==> config.mk <==
export PLATFORM = sky130hd
export DESIGN_NAME = fp32_to_int32_conv
export DESIGN_NICKNAME = d
export VERILOG_FILES = /design/src/rtl/fp_pkg.sv /design/src/rtl/fp32_unpack.sv /design/src/rtl/fp32_to_int32_conv.sv
export SDC_FILE = /design/constraint.sdc
export NUM_CORES = 1
export LEC_CHECK = 0
export ABC_AREA = 0
export CAP_MARGIN = 10
export CORE_MARGIN = 1.5
export CORE_UTILIZATION = 50
export DETAILED_ROUTE_END_ITERATION = 8
export GPL_TIMING_DRIVEN = 0
export PLACE_DENSITY = 0.81
export REMOVE_ABC_BUFFERS = 1
export SLEW_MARGIN = 20
export SYNTH_ARGS = -nofsm -noshare
export SYNTH_HDL_FRONTEND = slang
export SYNTH_SLANG_ARGS = --single-unit
==> constraint.sdc <==
create_clock -name clk -period 6.5 [get_ports clk]
set_input_delay 0.65 -clock clk [delete_from_list [all_inputs] [get_ports clk]]
set_output_delay 0.65 -clock clk [all_outputs]
set_load 0.1 [all_outputs]
==> src/rtl/fp_pkg.sv <==
// Shared FP32 definitions: field layout, bias, special encodings, flag
// indices and the converter FSM state type.
package fp_pkg;

   localparam int FP32_W   = 32;
   localparam int EXP_W    = 8;
   localparam int FRAC_W   = 23;
   localparam int MANT_W   = 24;
   localparam int SIGN_POS = 31;
   localparam int EXP_LSB  = 23;
   localparam int BIAS     = 127;

   localparam logic [31:0] FP32_QNAN    = 32'h7FC0_0000;
   localparam logic [31:0] FP32_POS_INF = 32'h7F80_0000;
   localparam logic [31:0] FP32_NEG_INF = 32'hFF80_0000;
   localparam logic [31:0] INT32_MAX    = 32'h7FFF_FFFF;
   localparam logic [31:0] INT32_MIN    = 32'h8000_0000;

   localparam int FLAG_INVALID  = 2;
   localparam int FLAG_OVERFLOW = 1;
   localparam int FLAG_INEXACT  = 0;

   typedef enum logic [1:0] {
      IDLE  = 2'd0,
      SHIFT = 2'd1,
      FIN   = 2'd2,
      DONE  = 2'd3
   } conv_state_e;

endpackage

==> src/rtl/fp32_unpack.sv <==
// Combinational FP32 field decoder: sign, biased exponent, mantissa with
// hidden bit, unbiased exponent and special-value classification.
module fp32_unpack
   import fp_pkg::*;
(
   input  logic [FP32_W-1:0]       fp_i,
   output logic                    sign_o,
   output logic [EXP_W-1:0]        exp_o,
   output logic [MANT_W-1:0]       mant_o,
   output logic signed [EXP_W:0]   e_o,
   output logic                    is_nan_o,
   output logic                    is_inf_o,
   output logic                    is_zero_or_sub_o
);

   logic [FRAC_W-1:0] frac;

   // Split the word into fields and classify it.
   always_comb begin
      sign_o           = fp_i[SIGN_POS];
      exp_o            = fp_i[SIGN_POS-1:EXP_LSB];
      frac             = fp_i[FRAC_W-1:0];
      mant_o           = {(exp_o != '0), frac};
      e_o              = $signed({1'b0, exp_o}) - 9'sd127;
      is_nan_o         = (exp_o == '1) && (frac != '0);
      is_inf_o         = (exp_o == '1) && (frac == '0);
      is_zero_or_sub_o = (exp_o == '0);
   end

endmodule

==> src/rtl/fp32_to_int32_conv.sv <==
// FP32 to INT32 converter: classify on accept, align with an iterative
// shifter (SHIFT_STEP bits per cycle), then round, negate and register.
// Build option: FP2INT_ROUND_NEAREST_EN selects round-half-to-even in FIN;
// without it the magnitude is truncated toward zero.
//
// Handshake: a transfer happens on a rising edge where valid & ready are
// both high; the producer holds valid and data stable until that edge, and
// valid never depends on ready.
module fp32_to_int32_conv
   import fp_pkg::*;
#(
   parameter int SHIFT_STEP = 1
) (
   input  logic               clk,
   input  logic               rst,
   input  logic               in_valid,
   output logic               in_ready,
   input  logic [31:0]        in_data,
   output logic               out_valid,
   input  logic               out_ready,
   output logic [31:0]        out_data,
   output logic [2:0]         out_flags,
   output conv_state_e        state_o
);

   conv_state_e       state_q, state_d;
   logic              sign_q, sign_d;
   logic              left_q, left_d;
   logic [31:0]       mag_q, mag_d;
   logic              guard_q, guard_d;
   logic              sticky_q, sticky_d;
   logic [4:0]        n_q, n_d;
   logic [31:0]       data_q, data_d;
   logic [2:0]        flags_q, flags_d;

   logic              u_sign;
   logic [EXP_W-1:0]  u_exp;
   logic [MANT_W-1:0] u_mant;
   logic signed [8:0] u_e;
   logic              u_nan, u_inf, u_zs;

   logic signed [8:0] e_off;
   logic [8:0]        n_abs;
   logic [31:0]       rmag;
   logic              is_neg_2p31;

   fp32_unpack u_unpack (
      .fp_i             (in_data),
      .sign_o           (u_sign),
      .exp_o            (u_exp),
      .mant_o           (u_mant),
      .e_o              (u_e),
      .is_nan_o         (u_nan),
      .is_inf_o         (u_inf),
      .is_zero_or_sub_o (u_zs)
   );

   // Next-state, datapath step and result formation.
   always_comb begin
      state_d     = state_q;
      sign_d      = sign_q;
      left_d      = left_q;
      mag_d       = mag_q;
      guard_d     = guard_q;
      sticky_d    = sticky_q;
      n_d         = n_q;
      data_d      = data_q;
      flags_d     = flags_q;
      e_off       = u_e - 9'sd23;
      n_abs       = (e_off < 0) ? 9'(-e_off) : 9'(e_off);
      is_neg_2p31 = u_sign && (u_exp == 8'd158) && (in_data[FRAC_W-1:0] == '0);
      rmag        = mag_q;
`ifdef FP2INT_ROUND_NEAREST_EN
      if (guard_q && (sticky_q || mag_q[0])) rmag = mag_q + 32'd1;
`endif
      case (state_q)
         IDLE: begin
            if (in_valid) begin
               sign_d   = u_sign;
               mag_d    = {8'b0, u_mant};
               guard_d  = 1'b0;
               sticky_d = 1'b0;
               left_d   = 1'b0;
               n_d      = '0;
               flags_d  = '0;
               state_d  = DONE;
               if (u_nan) begin
                  data_d                = INT32_MAX;
                  flags_d[FLAG_INVALID] = 1'b1;
               end else if (u_inf) begin
                  data_d                 = u_sign ? INT32_MIN : INT32_MAX;
                  flags_d[FLAG_OVERFLOW] = 1'b1;
               end else if (is_neg_2p31) begin
                  data_d = INT32_MIN;
               end else if (u_e >= 9'sd31) begin
                  data_d                 = u_sign ? INT32_MIN : INT32_MAX;
                  flags_d[FLAG_OVERFLOW] = 1'b1;
               end else if (u_zs || (u_e <= -9'sd2)) begin
                  data_d                = '0;
                  flags_d[FLAG_INEXACT] = (in_data[30:0] != '0);
               end else begin
                  left_d  = (u_e > 9'sd23);
                  n_d     = n_abs[4:0];
                  state_d = (n_abs[4:0] != '0) ? SHIFT : FIN;
               end
            end
         end
         SHIFT: begin
            for (int i = 0; i < SHIFT_STEP; i++) begin
               if (n_d != '0) begin
                  if (left_q) begin
                     mag_d = {mag_d[30:0], 1'b0};
                  end else begin
                     sticky_d = sticky_d | guard_d;
                     guard_d  = mag_d[0];
                     mag_d    = {1'b0, mag_d[31:1]};
                  end
                  n_d = n_d - 5'd1;
               end
            end
            if (n_d == '0) state_d = FIN;
         end
         FIN: begin
            data_d  = sign_q ? (~rmag + 32'd1) : rmag;
            flags_d = {2'b00, guard_q | sticky_q};
            state_d = DONE;
         end
         DONE: begin
            if (out_ready) state_d = IDLE;
         end
         default: state_d = IDLE;
      endcase
   end

   // State and datapath registers; reset aborts any in-flight word.
   always_ff @(posedge clk or posedge rst) begin
      if (rst) begin
         state_q  <= IDLE;
         sign_q   <= 1'b0;
         left_q   <= 1'b0;
         mag_q    <= '0;
         guard_q  <= 1'b0;
         sticky_q <= 1'b0;
         n_q      <= '0;
         data_q   <= '0;
         flags_q  <= '0;
      end else begin
         state_q  <= state_d;
         sign_q   <= sign_d;
         left_q   <= left_d;
         mag_q    <= mag_d;
         guard_q  <= guard_d;
         sticky_q <= sticky_d;
         n_q      <= n_d;
         data_q   <= data_d;
         flags_q  <= flags_d;
      end
   end

   assign in_ready  = (state_q == IDLE) & ~rst;
   assign out_valid = (state_q == DONE);
   assign out_data  = data_q;
   assign out_flags = flags_q;
   assign state_o   = state_q;

endmodule

==> results.cfg <==
[outcome]
outcome = finished, final reports clean

[cts]
clk_pin_slew_ns = 0.09
clockBufferDepth = 2
cts_resized = 0
numCtsBuffers = 9
root_buffer = clkbuf_8
cts_tree = done
ctsHoldBuffers = 0
clock_sinks = 78
htreeDepth = 3
clk_latency_ns = 0.35
post_cts.repair.setup_buffers = 0

[timing]
clock.fmax_mhz = 247
slew_headroom_pct = 31.9
worst_pin_slew_ns = 1.02
finClkSkew_ns = 0.0148
layout_worst_path_cycle_share_pct = 62.4
setup_viol = 0
rsz0062_at_grt = no
fin_setup_tns_ns = 0
setup_ws_ns = 2.44
timing.final.max_slew_violations = 0
min_period_ns = 4.06
hold_viol = 0

[synth]
synth_cell_types = 60
avgSynthCellArea_um2 = 8.73
seq_area_frac_synth_pct = 37.0
synthArstFlopShare_pct = 100
ys_ff_latch = 78
synth_area_leader_cell = dfrtp_1
syn-cell-area_um2 = 5280
synth_edf_count = 0
yosysMostFrequentCell = dfrtp_1
synth_cells = 604
yosys_warnings = 0
ys.flop_type = dfrtp_1
yosys-top-cells-area = dfrtp_1 (37%), mux2i_1 (8.5%), xnor2_1 (6.0%)
synth_common_cells = dfrtp_1 (78), nand2_1 (57), a21oi_1 (48), inv_1 (47), mux2i_1 (45)
synth_top_area_share_pct = 37.0

[setup_path]
worst_ep_required_time_ns = 6.74
criticalPathCategory = in -> reg
start_kind = primary input
critPathMaxFanout = 20
end_kind = flip-flop
arrival_ns = 4.30

[power_and_ir_drop]
vdd_drop_max_mv = 0.436
powerDensity_nw_per_um2 = 575
p_leak_nw = 2.65

[place]
io_buffers = 74
pre_cts_ws_ns = 2.13
hpwl_mm = 8.95
gp_congestion = 0.847

[cells_and_area]
synthToLayoutAreaGrowth_pct = 18.8
drive_gt1_share_pct = 5.07
nets = 694
diodes = 0

[grt]
grt_pass1_wl_mm = 20.8
grt_pass1_vias = 4302
grt_usage_pct = 23.1
antenna_found_initial = 0
grt_start_max_net_pins = 55
gr-total-overflow = 0

[run]
maxCapViolCount = 0

[floorplan]
die_x_um = 106
floorplan.initialDensity_pct = 51.3
dieArea_um2 = 11200
core_um2 = 10300
rows = 37
ios = 75
die_y_um = 106

[drt]
drt_iter0_drc = 376
drtAntennaViolNets = 0
drc = 0
vias = 4545
wl_mm = 12.5
routedWlPerCell_um = 15.9
via_per_inst = 5.78
drt_first_pass_iters = 4

[hold_path]
hold_class = reg -> reg
-- cells by family (layout without fill, tap and decap cells) --
| kind of cell | Yosys count | count (layout) | synth area share [%] |
|---|---|---|---|
| xor gates and xnor gates | 39 | 39 | 6.48 |
| muxes | 47 | 47 | 9.04 |
| adders and majority gates | 11 | 11 | 2.61 |
| DFF | 78 | 78 | 37.0 |
| and+or+nand+nor | 173 | 173 | 16.1 |
| buffers and inverters | 93 | 140 | 8.06 |
| AOI/OAI and AO/OA | 163 | 163 | 20.7 |
-- per-stage QoR --
stage | std cells | hold slack [ns] | power (mW) | util, % | instance area, µm²
after detailed placement | 772 | 0.491 | 3.18 | 58.8 | 6040
final | 787 | 0.508 | 3.60 | 61.0 | 6270
after floorplan | 558 | 0.455 | 2.63 | - | 5030
after global routing | 787 | 0.533 | 3.82 | 61.0 | 6270
after global placement | 768 | 0.481 | 3.09 | 57.8 | 5940
after CTS | 787 | 0.510 | 3.60 | 61.0 | 6270
-- area by class of cell --
class | count | area, µm²
fillers | 886 | 4010
inverters | 47 | 179
well taps | 136 | 170
flip-flops and latches | 78 | 1950
repair buffers | 78 | 820
clock inverters | 3 | 67.6
clock buffers | 12 | 155
multi-input cells | 433 | 2920
-- worst paths after layout --
kind / cells past startpoint / to / slack [ns] / start
max: 10 / out_data[31] / 2.44 / in_data[23]
min: 1 / out_data[0] / 0.51 / out_data[0]
max reg2reg: 9 / mag_q[23] / 3.07 / state_o[1]
min reg2reg: 1 / out_data[0] / 0.51 / out_data[0]
max in group asynchronous: 3 / mag_q[12] / 5.28 / rst
min in group asynchronous: 2 / mag_q[5] / 0.64 / rst
-- state kept, by name, summed over array words and instances (netlist names) --
| name | flops |
|---|---|
| out_flags | 3 |
| sign_q | 1 |
| mag_q | 32 |
| guard_q | 1 |
| n_q | 5 |
| out_data | 32 |
| sticky_q | 1 |
| left_q | 1 |
| state_o | 2 |
-- metal layers --
layer / vias to the layer above / track usage, % / part of all wire, %
met5: - / 0 / 0
met4: 0 / 7.53 / 2.0
met2: 135 / 38.3 / 48
met1: 2176 / 30.9 / 46
met3: 21 / 3.96 / 4.3
li1: 2213 / - / -
-- placed cells by master, fill, tap and decap left out, types with 8 or more instances in the layout --
cell,instances
dfrtp_1,78
clkdlybuf4s50_1,74
nand2_1,57
a21oi_1,48
inv_1,45
mux2i_1,45
o21ai_0,43
nor2_1,42
xnor2_1,36
a221o_1,16
a22oi_1,11
clkbuf_8,11
nor3_1,10
nand3_1,10
ha_1,10
o31ai_1,9
nor4_1,8
nand2b_1,8
-- power breakdown --
part           internal, mW  switching, mW
Combinational         0.760           1.49
Clock                 0.236          0.178
Sequential            0.681          0.255
-- critical path, cell delays in order --
cell             delay, ns
clkdlybuf4s50_1       0.61
ha_1                  0.42
and3_1                0.25
a21oi_2               0.38
o21bai_1              0.18
o22a_1                0.28
and3b_1               0.41
a2bb2oi_4             0.54
buf_12                0.26
mux2_4                0.31
(Power assumes the default switching activity.)
==> patch: new RTL, config.mk and constraints unchanged <==
Add a define of `FP2INT_ROUND_NEAREST_EN`.
--- a/src/rtl/fp32_to_int32_conv.sv
+++ b/src/rtl/fp32_to_int32_conv.sv
@@ -6,6 +6,8 @@
 // Handshake: a transfer happens on a rising edge where valid & ready are
 // both high; the producer holds valid and data stable until that edge, and
 // valid never depends on ready.
+`define FP2INT_ROUND_NEAREST_EN
+
 module fp32_to_int32_conv
    import fp_pkg::*;
 #(
Behaviour: not the same (Yosys sat finds a counterexample within 4 cycles, from zero or initial values and one cycle with rst high).
==> patch against the original RTL <==
- design area up 20%
- critical path type unchanged
- count of clock-buffer cells in the layout up 1
- largest cell class unchanged
- sequential power up 13%
- critical path depth up 1
- synthesized area up 23%
- routed wire length up 37%
- global-route usage up 3.3 points
- total power up 20%
- critical endpoint is now out_data[29]$_DFFE_PP0P_
- worst setup slack worse by 0.23 ns
- sequential cell count unchanged
==> patch: results (changes against the original RTL) <==
* Status: completed
* Initial drt markers at 598 (+59%)
* Sequential area share after synthesis at 30.2% (-6.8 points)
* Vias per std cell at 6.10 (+5.7%)
* Net count, final at 902 (+30%)
* Synth cell count leaders: nand2_1, dfrtp_1, nor2_1
* Layout cells sized above 1 at 7.12% (+2.0 points)
* Worst-Margin Slew at 1.09 ns (+0.0671 ns)
* CTS clk-pin slew, worst paths at 0.06 ns (-0.03 ns)
* Clock root buffer: clkbuf_16
* Final WL at 17100 um (+37%)
* Hold_ws at 0.518 ns (+0.00955 ns)
* WHS Endpoint: mag_q[31]$_DFFE_PP0P_
* Worst hold path depth at 2 (+1)
* Met2 Usage GRT at 44.4% (+6.1 points)
* Peak supply drop at 349 uV (-20%)
* Met1 Use GR at 34.3% (+3.4 points)
* FF-to-FF setup slack at 2.65 ns (-0.42 ns)
* Critical path peak fanout at 34 (+70%)
* Global Route met3 Usage at 3.53% (-0.43 points)
* Netlist cell types at 82 (+37%)
* Worst R2R End: out_data[24]$_DFFE_PP0P_
* Global-route wire length before repair at 28600 um (+38%)
* Crit path to: out_data[29]$_DFFE_PP0P_
* Routability cong. at 0.934 (+10%)
* Filler instances at 1149 (+30%)
* Leakage power at 2.87 nW (+8.4%)
* Area contributors post-synth: dfrtp_1, nand2_1, xnor2_1
* Min-Delay Startpoint: mag_q[31]$_DFFE_PP0P_
* R2R cell count at 10 (+1)
* Vias in the first global route at 5839 (+36%)
* Startpoint of the worst register-to-register path: mag_q[0]$_DFFE_PP0P_
* First drt pass iteration count at 5 (+1)
* Post-DP HPWL at 12100 um (+35%)
* Clock skew at 0.00526 ns (-0.00957 ns)
* Most frequent cell after synthesis: nand2_1
* All-layer global routing usage at 26.4% (+3.3 points)
* Setup crit start: in_data[23]
## patch: cell families after synthesis
family	Yosys count	share of synthesized area, %
AND/OR/NAND/NOR	346	27.2
AO/OA/AOI/OAI	211	21.3
multiplexers	22	3.46
XOR/XNOR	68	9.21
adder cells (fa/ha/maj)	14	2.71
buffers and inverters	94	5.90
flip-flops	78	30.2
## patch: per-stage QoR
| stage | instance area [um^2] | total power [W] | instances | worst slack, ns | TNS (ns) |
|---|---|---|---|---|---|
| 6_report | 7540 | 0.00434 | 1029 | 2.22 | 0 |
| 4_1_cts | 7540 | 0.00433 | 1029 | 2.22 | 0 |
| 5_1_grt | 7540 | 0.00462 | 1029 | 1.85 | 0 |
| 3_5_place_dp | 7230 | 0.00379 | 1013 | 1.89 | 0 |
| 3_3_place_gp | 7130 | 0.00372 | 1009 | -1.09 | -23.33 |
| 2_1_floorplan | 6180 | 0.00308 | 763 | 1.73 | 0 |
## patch: where the power goes
part	leakage [nW]	switching, W	internal, W
Clock	0.146	0.000205	0.000318
Combinational	1.78	0.00189	0.000858
Sequential	0.944	0.000357	0.000706
Total	2.87	0.00245	0.00188
## patch: critical path: stages
cell and delay [ns]:
clkdlybuf4s50_1 0.76, ha_1 0.43, nand3_1 0.22, mux2_2 0.28, o22ai_1 0.09, o21a_1 0.16, o21a_1 0.28, o21ai_4 0.47
and2_2 0.69, o221ai_1 0.26, and3_1 0.21
## patch: layer usage
layer	vias up	part of all wire [%]
li1	3000	-
met1	2973	43
met3	32	6.4
met4	0	2.5
met2	276	48
met5	-	0
## patch: layout make-up
cell class,count,share of cell area (%)
Multi-Input combinational cell,661,55.2
Clock buffer,13,3.45
Sequential cell,78,25.9
Tap cell,172,2.86
Timing Repair Buffer,78,10.7
Inverter,24,1.23
Clock inverter,3,0.564
